[config.mk]
export PLATFORM = sky130hd
export DESIGN_NAME = seq_mult_ctrl
export DESIGN_NICKNAME = d
export VERILOG_FILES = /design/src/rtl/seq_mult_ctrl_pkg.sv /design/src/rtl/full_adder.sv /design/src/rtl/mult_add_cout.sv /design/src/rtl/seq_mult_ctrl.sv
export SDC_FILE = /design/constraint.sdc
export NUM_CORES = 1
export LEC_CHECK = 0
export BUFFER_PORTS_ARGS = -buffer_cell sky130_fd_sc_hd__buf_2
export CAP_MARGIN = 15
export CORE_MARGIN = 4
export CORE_UTILIZATION = 56
export CTS_CLUSTER_DIAMETER = 120
export DETAILED_ROUTE_END_ITERATION = 6
export PLACE_DENSITY = 0.82
export SLEW_MARGIN = 30
export SYNTH_ARGS = -nofsm -noshare
export SYNTH_HDL_FRONTEND = slang
export SYNTH_SLANG_ARGS = --single-unit
[constraint.sdc]
create_clock -name clk -period 17.1 [get_ports clk]
set_clock_uncertainty 0.05 [all_clocks]
set_input_delay 2.565 -clock clk [delete_from_list [all_inputs] [get_ports clk]]
set_output_delay 2.565 -clock clk [all_outputs]
set_load 0.005 [all_outputs]
[src/rtl/seq_mult_ctrl_pkg.sv]
// Shared definitions for the sequential shift-add multiplier: state encoding
// and the default operand width.
package seq_mult_ctrl_pkg;

    localparam int WIDTH_DEF = 32;
    localparam int CNT_W_DEF = 6;

    typedef enum logic [1:0] {
        IDLE = 2'b00,
        RUN  = 2'b01,
        DONE = 2'b10
    } state_t;

endpackage

[src/rtl/full_adder.sv]
// Single-bit full adder cell used to build ripple-carry adders.
module full_adder (
    input  logic a,
    input  logic b,
    input  logic cin,
    output logic s,
    output logic cout
);

    assign s    = a ^ b ^ cin;
    assign cout = (a & b) | (cin & (a ^ b));

endmodule

[src/rtl/mult_add_cout.sv]
// WIDTH-bit ripple adder with carry-in tied to zero and a true carry-out,
// built from full_adder cells.
module mult_add_cout #(
    parameter int WIDTH = 32
) (
    input  logic [WIDTH-1:0] x,
    input  logic [WIDTH-1:0] y,
    output logic [WIDTH-1:0] sum,
    output logic             cout
);

    logic [WIDTH:0] carry;

    assign carry[0] = 1'b0;

    for (genvar i = 0; i < WIDTH; i++) begin : g_fa
        full_adder u_fa (
            .a    (x[i]),
            .b    (y[i]),
            .cin  (carry[i]),
            .s    (sum[i]),
            .cout (carry[i+1])
        );
    end

    assign cout = carry[WIDTH];

endmodule

[src/rtl/seq_mult_ctrl.sv]
// Multi-cycle unsigned shift-add multiplier: one WIDTH-bit adder reused over
// WIDTH iterations, with a start/busy/done handshake to the ALU output mux.
//
// state | meaning
// IDLE  | waiting for start; start captures a/b into M/Q
// RUN   | one add/shift iteration per cycle, WIDTH cycles
// DONE  | final cycle; product/done register on exit, start accepted here too
module seq_mult_ctrl
    import seq_mult_ctrl_pkg::*;
#(
    parameter int WIDTH = WIDTH_DEF,
    parameter int CNT_W = CNT_W_DEF
) (
    input  logic                 clk,
    input  logic                 rst_n,
    input  logic                 start,
    input  logic [WIDTH-1:0]     a,
    input  logic [WIDTH-1:0]     b,
    output logic                 busy,
    output logic                 done,
    output logic [2*WIDTH-1:0]   product
);

    state_t             state, state_nxt;
    logic [WIDTH-1:0]   m_reg;
    // Low WIDTH bits of the WIDTH+1-bit accumulator; its top bit is always
    // zero after the shift, so it is not stored.
    logic [WIDTH-1:0]   acc_reg;
    logic [WIDTH-1:0]   q_reg;
    logic [CNT_W-1:0]   cnt;
    logic [WIDTH-1:0]   addend;
    logic [WIDTH-1:0]   sum;
    logic               cout;
    logic               accept;
    logic               run_step;
    logic               finish;
    logic               last_iter;

    assign last_iter = (cnt == CNT_W'(WIDTH - 1));
    assign addend    = q_reg[0] ? m_reg : '0;

    mult_add_cout #(.WIDTH(WIDTH)) u_add (
        .x    (acc_reg),
        .y    (addend),
        .sum  (sum),
        .cout (cout)
    );

    always_ff @(posedge clk or negedge rst_n) begin
        if (!rst_n) begin
            state <= IDLE;
        end else begin
            state <= state_nxt;
        end
    end

    always_comb begin
        state_nxt = state;
        case (state)
            IDLE:    state_nxt = start ? RUN : IDLE;
            RUN:     state_nxt = last_iter ? DONE : RUN;
            DONE:    state_nxt = start ? RUN : IDLE;
            default: state_nxt = IDLE;
        endcase
    end

    always_comb begin
        busy     = (state == RUN);
        run_step = (state == RUN);
        finish   = (state == DONE);
        accept   = start && (state == IDLE || state == DONE);
    end

    always_ff @(posedge clk or negedge rst_n) begin
        if (!rst_n) begin
            m_reg   <= '0;
            acc_reg <= '0;
            q_reg   <= '0;
            cnt     <= '0;
            done    <= 1'b0;
            product <= '0;
        end else begin
            done <= finish;
            // Product is taken from the finished job before any new operands load.
            if (finish) begin
                product <= {acc_reg, q_reg};
            end
            if (accept) begin
                m_reg   <= a;
                acc_reg <= '0;
                q_reg   <= b;
                cnt     <= '0;
            end else if (run_step) begin
                acc_reg <= {cout, sum[WIDTH-1:1]};
                q_reg   <= {sum[0], q_reg[WIDTH-1:1]};
                cnt     <= cnt + 1'b1;
            end
        end
    end

endmodule
# ---- Word level (Yosys, flattened, before mapping)
# Cells that the tools add are included.
dict set report classes {
  bitwise 157
  eq_ne 3
  n_mux 10
  n_reduce_logical 5
  add_sub_neg 1
}
# op count
set ops {}
lappend ops {{$mux 32} 5}
lappend ops {{$and 1x1->1} 63}
lappend ops {{$xor 1x1->1} 63}
lappend ops {{$or 1x1->1} 31}
lappend ops {{$mux 6} 2}
lappend ops {{$add 6x1->6 const B} 1}
lappend ops {{$eq 6x5->1 const B} 1}
lappend ops {{$pmux 2 s2} 1}
lappend ops {{$eq 2x1->1 const B} 1}
lappend ops {{$eq 2x2->1 const B} 1}
lappend ops {{$logic_not 2->1} 1}
lappend ops {{$mux 2} 1}
lappend ops {{$reduce_bool 2->1} 1}
lappend ops {{$reduce_or 2->1} 1}
lappend ops {{$logic_and 1x1->1} 1}
lappend ops {{$logic_or 1x1->1} 1}
lappend ops {{$mux 1} 1}
dict set report word_totals {
  input_bits 67
  elab_cells 183
  output_inout_bits 66
  regBits 169
}

# ---- Depth between registers and ports, before layout
# Gate-level depths: netlist of run 1.
dict set report depth {
  word_depth 66
  ltp_mapped 38
  ltp_nobuf 37
}

# ---- Hierarchy
# Synthesis of run 1 repeated with hierarchy kept, for this count alone.
dict set report hier_totals {
  hier_cells 616
  area_unflattened_um2 7737.4
}
# module instances seq_area_each_um2 area_each_um2 cells_per_inst
set by_module_without_submodules {}
lappend by_module_without_submodules {seq_mult_ctrl 1 4229.1 7093.1 583}
lappend by_module_without_submodules {full_adder 32 0.0 20.0 1}
lappend by_module_without_submodules {mult_add_cout 1 0.0 3.8 1}

# ---- Worst setup path before layout of run 1
# OpenSTA, ideal clock, no wires.
dict set report synth_timing {
  kind {register to register}
  startpoint {register q_reg[0]}
  endpoint {register acc_reg[30]}
  arrival_ps 13486
  setup_ps 123
  n_path_buf 1
  slack_ps 3441
  required_ps 16927
  synth_period_minus_slack_ps 13659
  stages_incl_launch_ff 39
  cell_sequence {dfrtp_1 clkbuf_1 and2_1 ha_1 fa_1 inv_1 fa_1 fa_1 fa_1 fa_1 fa_1 fa_1 fa_1 fa_1 fa_1 fa_1 fa_1 fa_1 [3 not listed] fa_1 fa_1 fa_1 fa_1 fa_1 fa_1 fa_1 fa_1 fa_1 fa_1 fa_1 fa_1 fa_1 inv_1 fa_1 inv_1 fa_1 o2bb2ai_1}
}
dict set report synth_between {
  elab_chain_len 65
  elab_cells_between_ends 126
  classes_between {3 x mux; 123 x bitwise}
}
# item line_no
set synth_rtl {}
lappend synth_rtl {{start: declaration} seq_mult_ctrl.sv:29} ;# logic [WIDTH-1:0] q_reg;
lappend synth_rtl {{start signal: assignment} seq_mult_ctrl.sv:95} ;# q_reg <= {sum[0], q_reg[WIDTH-1:1]};
lappend synth_rtl {{$mux 32 *} seq_mult_ctrl.sv:40} ;# assign addend = q_reg[0] ? m_reg : '0;
lappend synth_rtl {{$and 1x1->1 or $xor 1x1->1 (tied branches)} full_adder.sv:11} ;# assign cout = (a & b) | (cin & (a ^ b));
lappend synth_rtl {{$and 1x1->1} full_adder.sv:11}
lappend synth_rtl {{$or 1x1->1} full_adder.sv:11}
lappend synth_rtl {{$and 1x1->1} full_adder.sv:11}
lappend synth_rtl {{$or 1x1->1} full_adder.sv:11}
lappend synth_rtl {{$and 1x1->1} full_adder.sv:11}
lappend synth_rtl {{$or 1x1->1} full_adder.sv:11}
lappend synth_rtl {{[49 not listed]} -}
lappend synth_rtl {{$or 1x1->1} full_adder.sv:11}
lappend synth_rtl {{$and 1x1->1} full_adder.sv:11}
lappend synth_rtl {{$or 1x1->1} full_adder.sv:11}
lappend synth_rtl {{$and 1x1->1} full_adder.sv:11}
lappend synth_rtl {{$or 1x1->1} full_adder.sv:11}
lappend synth_rtl {{$xor 1x1->1 *} full_adder.sv:10} ;# assign s = a ^ b ^ cin;
lappend synth_rtl {{$mux 32 *} seq_mult_ctrl.sv:93} ;# end else if (run_step) begin
lappend synth_rtl {{$mux 32 *} seq_mult_ctrl.sv:88} ;# if (accept) begin
lappend synth_rtl {{end signal: assignment} seq_mult_ctrl.sv:94} ;# acc_reg <= {cout, sum[WIDTH-1:1]};
lappend synth_rtl {{end: declaration} seq_mult_ctrl.sv:28} ;# logic [WIDTH-1:0] acc_reg;
# Every way passes the cells marked *; elsewhere a longest branch is shown, timed or not. The select of a mux whose other input is x is not followed.
# A chain may end at the register's enable or synchronous reset.

# ---- Final worst setup path of run 1
# Same ends and word-level chain as after synthesis.

==> results of run 1 <==
final cells by class:
type                            instances  area, um2
Clock buffer                           24        492
Clock inverter                          7        115
Fill cell                             967       4050
Inverter                               35        135
Multi-Input combinational cell        506       2800
Sequential cell                       169       4230
Tap cell                              172        215
Timing Repair Buffer                  137        732
metrics by stage:
step / util (%) / hold WS (ps)
2_1_floorplan: - / 388
3_3_place_gp: 63.2 / 402
3_5_place_dp: 63.2 / 408
4_1_cts: 67.9 / 423
5_1_grt: 68.3 / 435
6_report: 68.3 / 416
power groups by stage:
stage               Clock (mW)  Combinational [mW]  Sequential (mW)
floorplan                    0               0.401            0.633
global placement             0               0.501            0.649
detailed placement           0               0.532            0.654
CTS                      0.397               0.535            0.651
global route             0.413               0.614            0.669
finish                   0.390               0.526            0.652
critical path, delay by kind of cell, from the launching register on:
kind                     cells  cell delay (ps)
flip-flops                   1              320
AND/OR/NAND/NOR              1              190
AO/OA/AOI/OAI                1               60
buffers and inverters        4              510
adder cells (fa/ha/maj)     32            13100
layout by cell type, fill, tap and decap left out, types with 3 or more instances in the layout:
cell type,Yosys,layout
nand3_1,5,5
buf_4,0,3
a31oi_1,29,29
bufinv_16,0,3
clkinv_2,0,3
buf_2,28,131
nand2_1,321,321
o21ai_0,32,32
a22o_1,3,3
o2bb2ai_1,30,30
clkbuf_1,14,3
dfrtp_1,169,169
clkbuf_8,0,5
and2_1,4,4
fa_1,31,31
inv_1,33,33
nor3_1,3,3
nor2_1,31,31
clkbuf_16,0,17
logic make-up (layout without fill, tap and decap cells):
| kind of cell | Yosys count | count (layout) | synth area share [%] |
|---|---|---|---|
| and+or+nand+nor | 371 | 371 | 19.4 |
| DFF | 169 | 169 | 57.2 |
| AOI/OAI and AO/OA | 100 | 100 | 9.14 |
| buffers and inverters | 82 | 203 | 5.18 |
| adders and majority gates | 33 | 33 | 8.74 |
| xor gates and xnor gates | 1 | 1 | 0.119 |
| muxes | 1 | 1 | 0.135 |
layer usage:
layer | wire length (um) | up-vias
li1 | - | 2626
met1 | 6840 | 2632
met2 | 7300 | 178
met3 | 949 | 28
met4 | 290 | 0
met5 | 0 | -
final timing paths:
path | from | endpoint | slack [ps] | depth (start not counted)
max in group asynchronous | rst_n | m_reg[13] | 13530 | 2
worst min-delay path | product[27] | product[27] | 420 | 2
worst min register to register | product[27] | product[27] | 420 | 2
worst max-delay path | q_reg[0] | acc_reg[30] | 2720 | 38
min in group asynchronous | rst_n | product[28] | 2200 | 1
worst max register to register | q_reg[0] | acc_reg[30] | 2720 | 38
==> impl_metrics.ini, run 1 <==
[status]
outcome = completed

[logic_synthesis]
yosysUniqueCellTypes = 30
synth.most_common_cell = nand2_1
syn_avg_cell_area_um2 = 9.76
yosysWarnings = 0
yosysSeqAreaShare_pct = 57.2
synth_cells = 757
synth_edf_count = 0
ys_ff_latch = 169
yosysTopAreaCell = dfrtp_1
syn_area_mm2 = 0.00739
async_flop_share_pct = 100
netlist_top_cells_count = 321 x nand2_1, 169 x dfrtp_1, 33 x inv_1, 32 x o21ai_0
synth_area_leaders = dfrtp_1 57%, nand2_1 16%, fa_1 8.4%, o2bb2ai_1 3.6%, a31oi_1 2.5%
synth_fp_nets = 857
synth_ff_type = dfrtp_1
netlist.area_leader.share_pct = 57.2

[drt]
drt_iter0_drc = 370
drc_errors = 0
dr.pass1.iters = 5
vias = 5464
ant_nets = 0
vias_per_cell = 5.20
wire_per_inst_um = 14.7
wl_um = 15400

[clock_network]
post_cts_resized = 0
cts_sinks = 169
cts.path.max_buffers = 2
cts_setup_buffers = 0
cts_buffers = 17
htreeDepth = 4
tritoncts = yes
clock_latency_ps = 420
clk_pin_slew_worst_paths_ps = 60
cts-root-buf = clkbuf_16
cts_hold_buf = 0

[power]
internal_power_mw = 1.01
power_mw = 1.57
p_clk_share_pct = 24.9
switching_share_pct = 35.3
p_leak_nw = 4.49
peakVddDrop_mv = 0.0906
seqPwrFrac_pct = 41.6
power_frac_comb_pct = 33.5
p_sw_mw = 0.554
powerDensity_mw_per_mm2 = 180

[sta]
setup_viol = 0
hold_viol = 0
slew_headroom_pct = 39.3
setup-tns-final_ps = 0
timing.final.ws_setup_ps = 2720
fin_crit_sh_pct = 84.1
timing.fmax_mhz = 69.5
max_slew.worst_pin.slew_ps = 909
min_period_ps = 14380
drv_slew = 0
rsz0062_at_grt = false

[placed_design]
gp_congestion = 0.750
dpl-instance-area_mm2 = 0.00807
dp_slack_ps = 2720
io_buffers = 132
dpl.hpwl_um = 9950
place_inst = 1017

[layout]
diodes = 0
final_layout_size_suffix_gt1_share_pct = 19.6
fin_cells = 1050
final_area_mm2 = 0.00872
syn2layout_area_growth_pct = 18.0
largest_reg_flops = 64
final_net_count = 966
regMostFlops = product

[global_routing]
grt-ovfl-total = 0
grt_first_pass_wirelength_um = 25600
grt_usage_pct = 21.8
grtUsageMet2_pct = 35.0
grt_pass1_vias = 5496
grt_most_used_layer = met2
grt_use_met1_pct = 29.0
grt_max_degree = 111
met3_usage_pct = 5.21
antenna_found_initial = 0

[critical_path]
crit_required_ps = 17330
cpPeakStageDelay_ps = 500
cpMostUsedCell = fa_1
end_kind = flop
critPathLaunchType = flop
cp_data_arrival_time_ps = 14610
slowest_stage = fa_1
crit_type = flop to flop
path_max_fanout = 34

[die]
rows = 41
dieArea_mm2 = 0.0151
start_util_pct = 57.8
pin_count = 133
die_w_um = 123
die_h_um = 123
core-area_mm2 = 0.0128

[worst_hold_path]
hold_path_class = flop to flop

[job]
maxCapViolations = 0
No activity file was read; power rests on OpenSTA's default activity.
==> run 2, diff against run 1 <==
==> constraint.sdc (replaced) <==
create_clock -name clk -period 14.4 [get_ports clk]
set_clock_uncertainty 0.05 [all_clocks]
set_input_delay 2.16 -clock clk [delete_from_list [all_inputs] [get_ports clk]]
set_output_delay 2.16 -clock clk [all_outputs]
set_load 0.005 [all_outputs]
==> run 2 against run 1 <==
Fmax increased by 4.4%. Non-clock buffer count unchanged. Critical endpoint unchanged. Largest power group unchanged. Final area increased by 0.95%. Sequential share of layout area decreased by 0.46 points. Hold slack about the same. Clock-buffer cell count decreased by 4. Critical path type unchanged. Core utilization increased by 0.65 points.
==> impl_metrics.ini, run 2 (same netlist as run 1, synthesis figures left out) <==
[global_routing]
grt_usage_pct = 22.6
grt_pass1_vias = 5552
antenna_found_initial = 0
grt_max_degree = 113
grt_first_pass_wirelength_um = 26400
grt-ovfl-total = 0

[die]
start_util_pct = 57.8
core-area_mm2 = 0.0128
die_h_um = 123
rows = 41
dieArea_mm2 = 0.0151
die_w_um = 123
pin_count = 133

[critical_path]
cpMostUsedCell = fa_1
slowest_stage = fa_1
cp_data_arrival_time_ps = 14010
critPathLaunchType = flop
cpPeakStageDelay_ps = 510
end_kind = flop
crit_required_ps = 14630
crit_type = flop to flop
path_max_fanout = 3

[sta]
timing.fmax_mhz = 72.6
setup_viol = 0
rsz0062_at_grt = false
slew_headroom_pct = 40.5
setup-tns-final_ps = 0
min_period_ps = 13780
drv_slew = 0
fin_crit_sh_pct = 95.7
hold_viol = 0
max_slew.worst_pin.slew_ps = 891

[power]
powerDensity_mw_per_mm2 = 219
p_leak_nw = 4.52
peakVddDrop_mv = 0.113

[clock_network]
cts_sinks = 169
cts_setup_buffers = 0
cts.path.max_buffers = 2
clock_latency_ps = 420
cts-root-buf = clkbuf_16
htreeDepth = 4
tritoncts = yes
clk_pin_slew_worst_paths_ps = 60
cts_buffers = 17

[layout]
largest_reg_flops = 64
final_layout_size_suffix_gt1_share_pct = 20.5
regMostFlops = product
final_common_cell = nand2_1
diodes = 0
final_net_count = 966
final_core_util_pct = 68.9
syn2layout_area_growth_pct = 19.1
layout_common_cells = 321 x nand2_1, 169 x dfrtp_1, 131 x buf_2

[drt]
ant_nets = 0
wl_um = 15800
drt_iter0_drc = 454
wire_per_inst_um = 15.1
dr.pass1.iters = 5
vias_per_cell = 5.21
drc_errors = 0
vias = 5479

[status]
outcome = completed

[worst_hold_path]
hold_path_class = flop to flop

[placed_design]
io_buffers = 132
dpl.hpwl_um = 10300
gp_congestion = 0.766

[job]
maxCapViolations = 0
==> run 2: changes by cell type in the layout (fill, tap and decap cells not counted), sizes merged <==
cell,change
bufinv,+3
clkbuf,-4
clkinv,+3
clkinvlp,-1
==> run 2: layer usage <==
layer	GRT usage [%]	vias to the layer above	wire, um
li1	-	2621	-
met1	29.2	2666	6820
met2	37.8	160	7760
met3	4.61	32	908
met4	8.96	0	346
met5	0	-	0
==> run 2: timing repair <==
action | CTS | global route
gates resized for setup | 0 | 5
hold buffers | 0 | 0
endpoints found under the setup margin | 0 | 3
==> run 2: final timing paths <==
kind / depth (start not counted) / to / slack [ps] / startpoint
min: 2 / product[26] / 420 / product[26]
max: 37 / acc_reg[30] / 620 / q_reg[0]
min reg2reg: 2 / product[26] / 420 / product[26]
max in group asynchronous: 2 / product[44] / 11270 / rst_n
min in group asynchronous: 1 / product[28] / 1800 / rst_n
max reg2reg: 37 / acc_reg[30] / 620 / q_reg[0]
==> run 2: worst max-delay path, delay by kind of cell, from the launching register on <==
kind	cells	cell delay, ps
buffers and inverters	3	190
and+or+nand+nor	1	150
adders and majority gates	32	12820
AOI/OAI and AO/OA	1	60
DFF	1	350
==> run 2: power breakdown <==
group          internal [mW]  switching [mW]  total, mW
sequential             0.661           0.116      0.778
combinational          0.257           0.379      0.636
clock                  0.334           0.182      0.516
==> run 2: layout make-up <==
type,count,area (um2)
sequential,169,4230
fill,970,3970
multi-input combinational,506,2810
timing repair buffer,137,732
clock buffer,20,457
clock inverter,12,220
tap,172,215
inverter,35,135
==> run 2: per-stage QoR <==
| step | hold WS, ps | power, mW | instances | setup slack [ps] | area [um2] |
|---|---|---|---|---|---|
| after CTS | 422 | 1.94 | 1049 | 191 | 8750 |
| after global placement | 402 | 1.37 | 1017 | 430 | 8070 |
| after global routing | 433 | 2.08 | 1051 | 60.8 | 8800 |
| after floorplan | 388 | 1.23 | 757 | 741 | 7390 |
| final | 416 | 1.93 | 1051 | 618 | 8800 |
| after detailed placement | 408 | 1.42 | 1017 | 287 | 8070 |
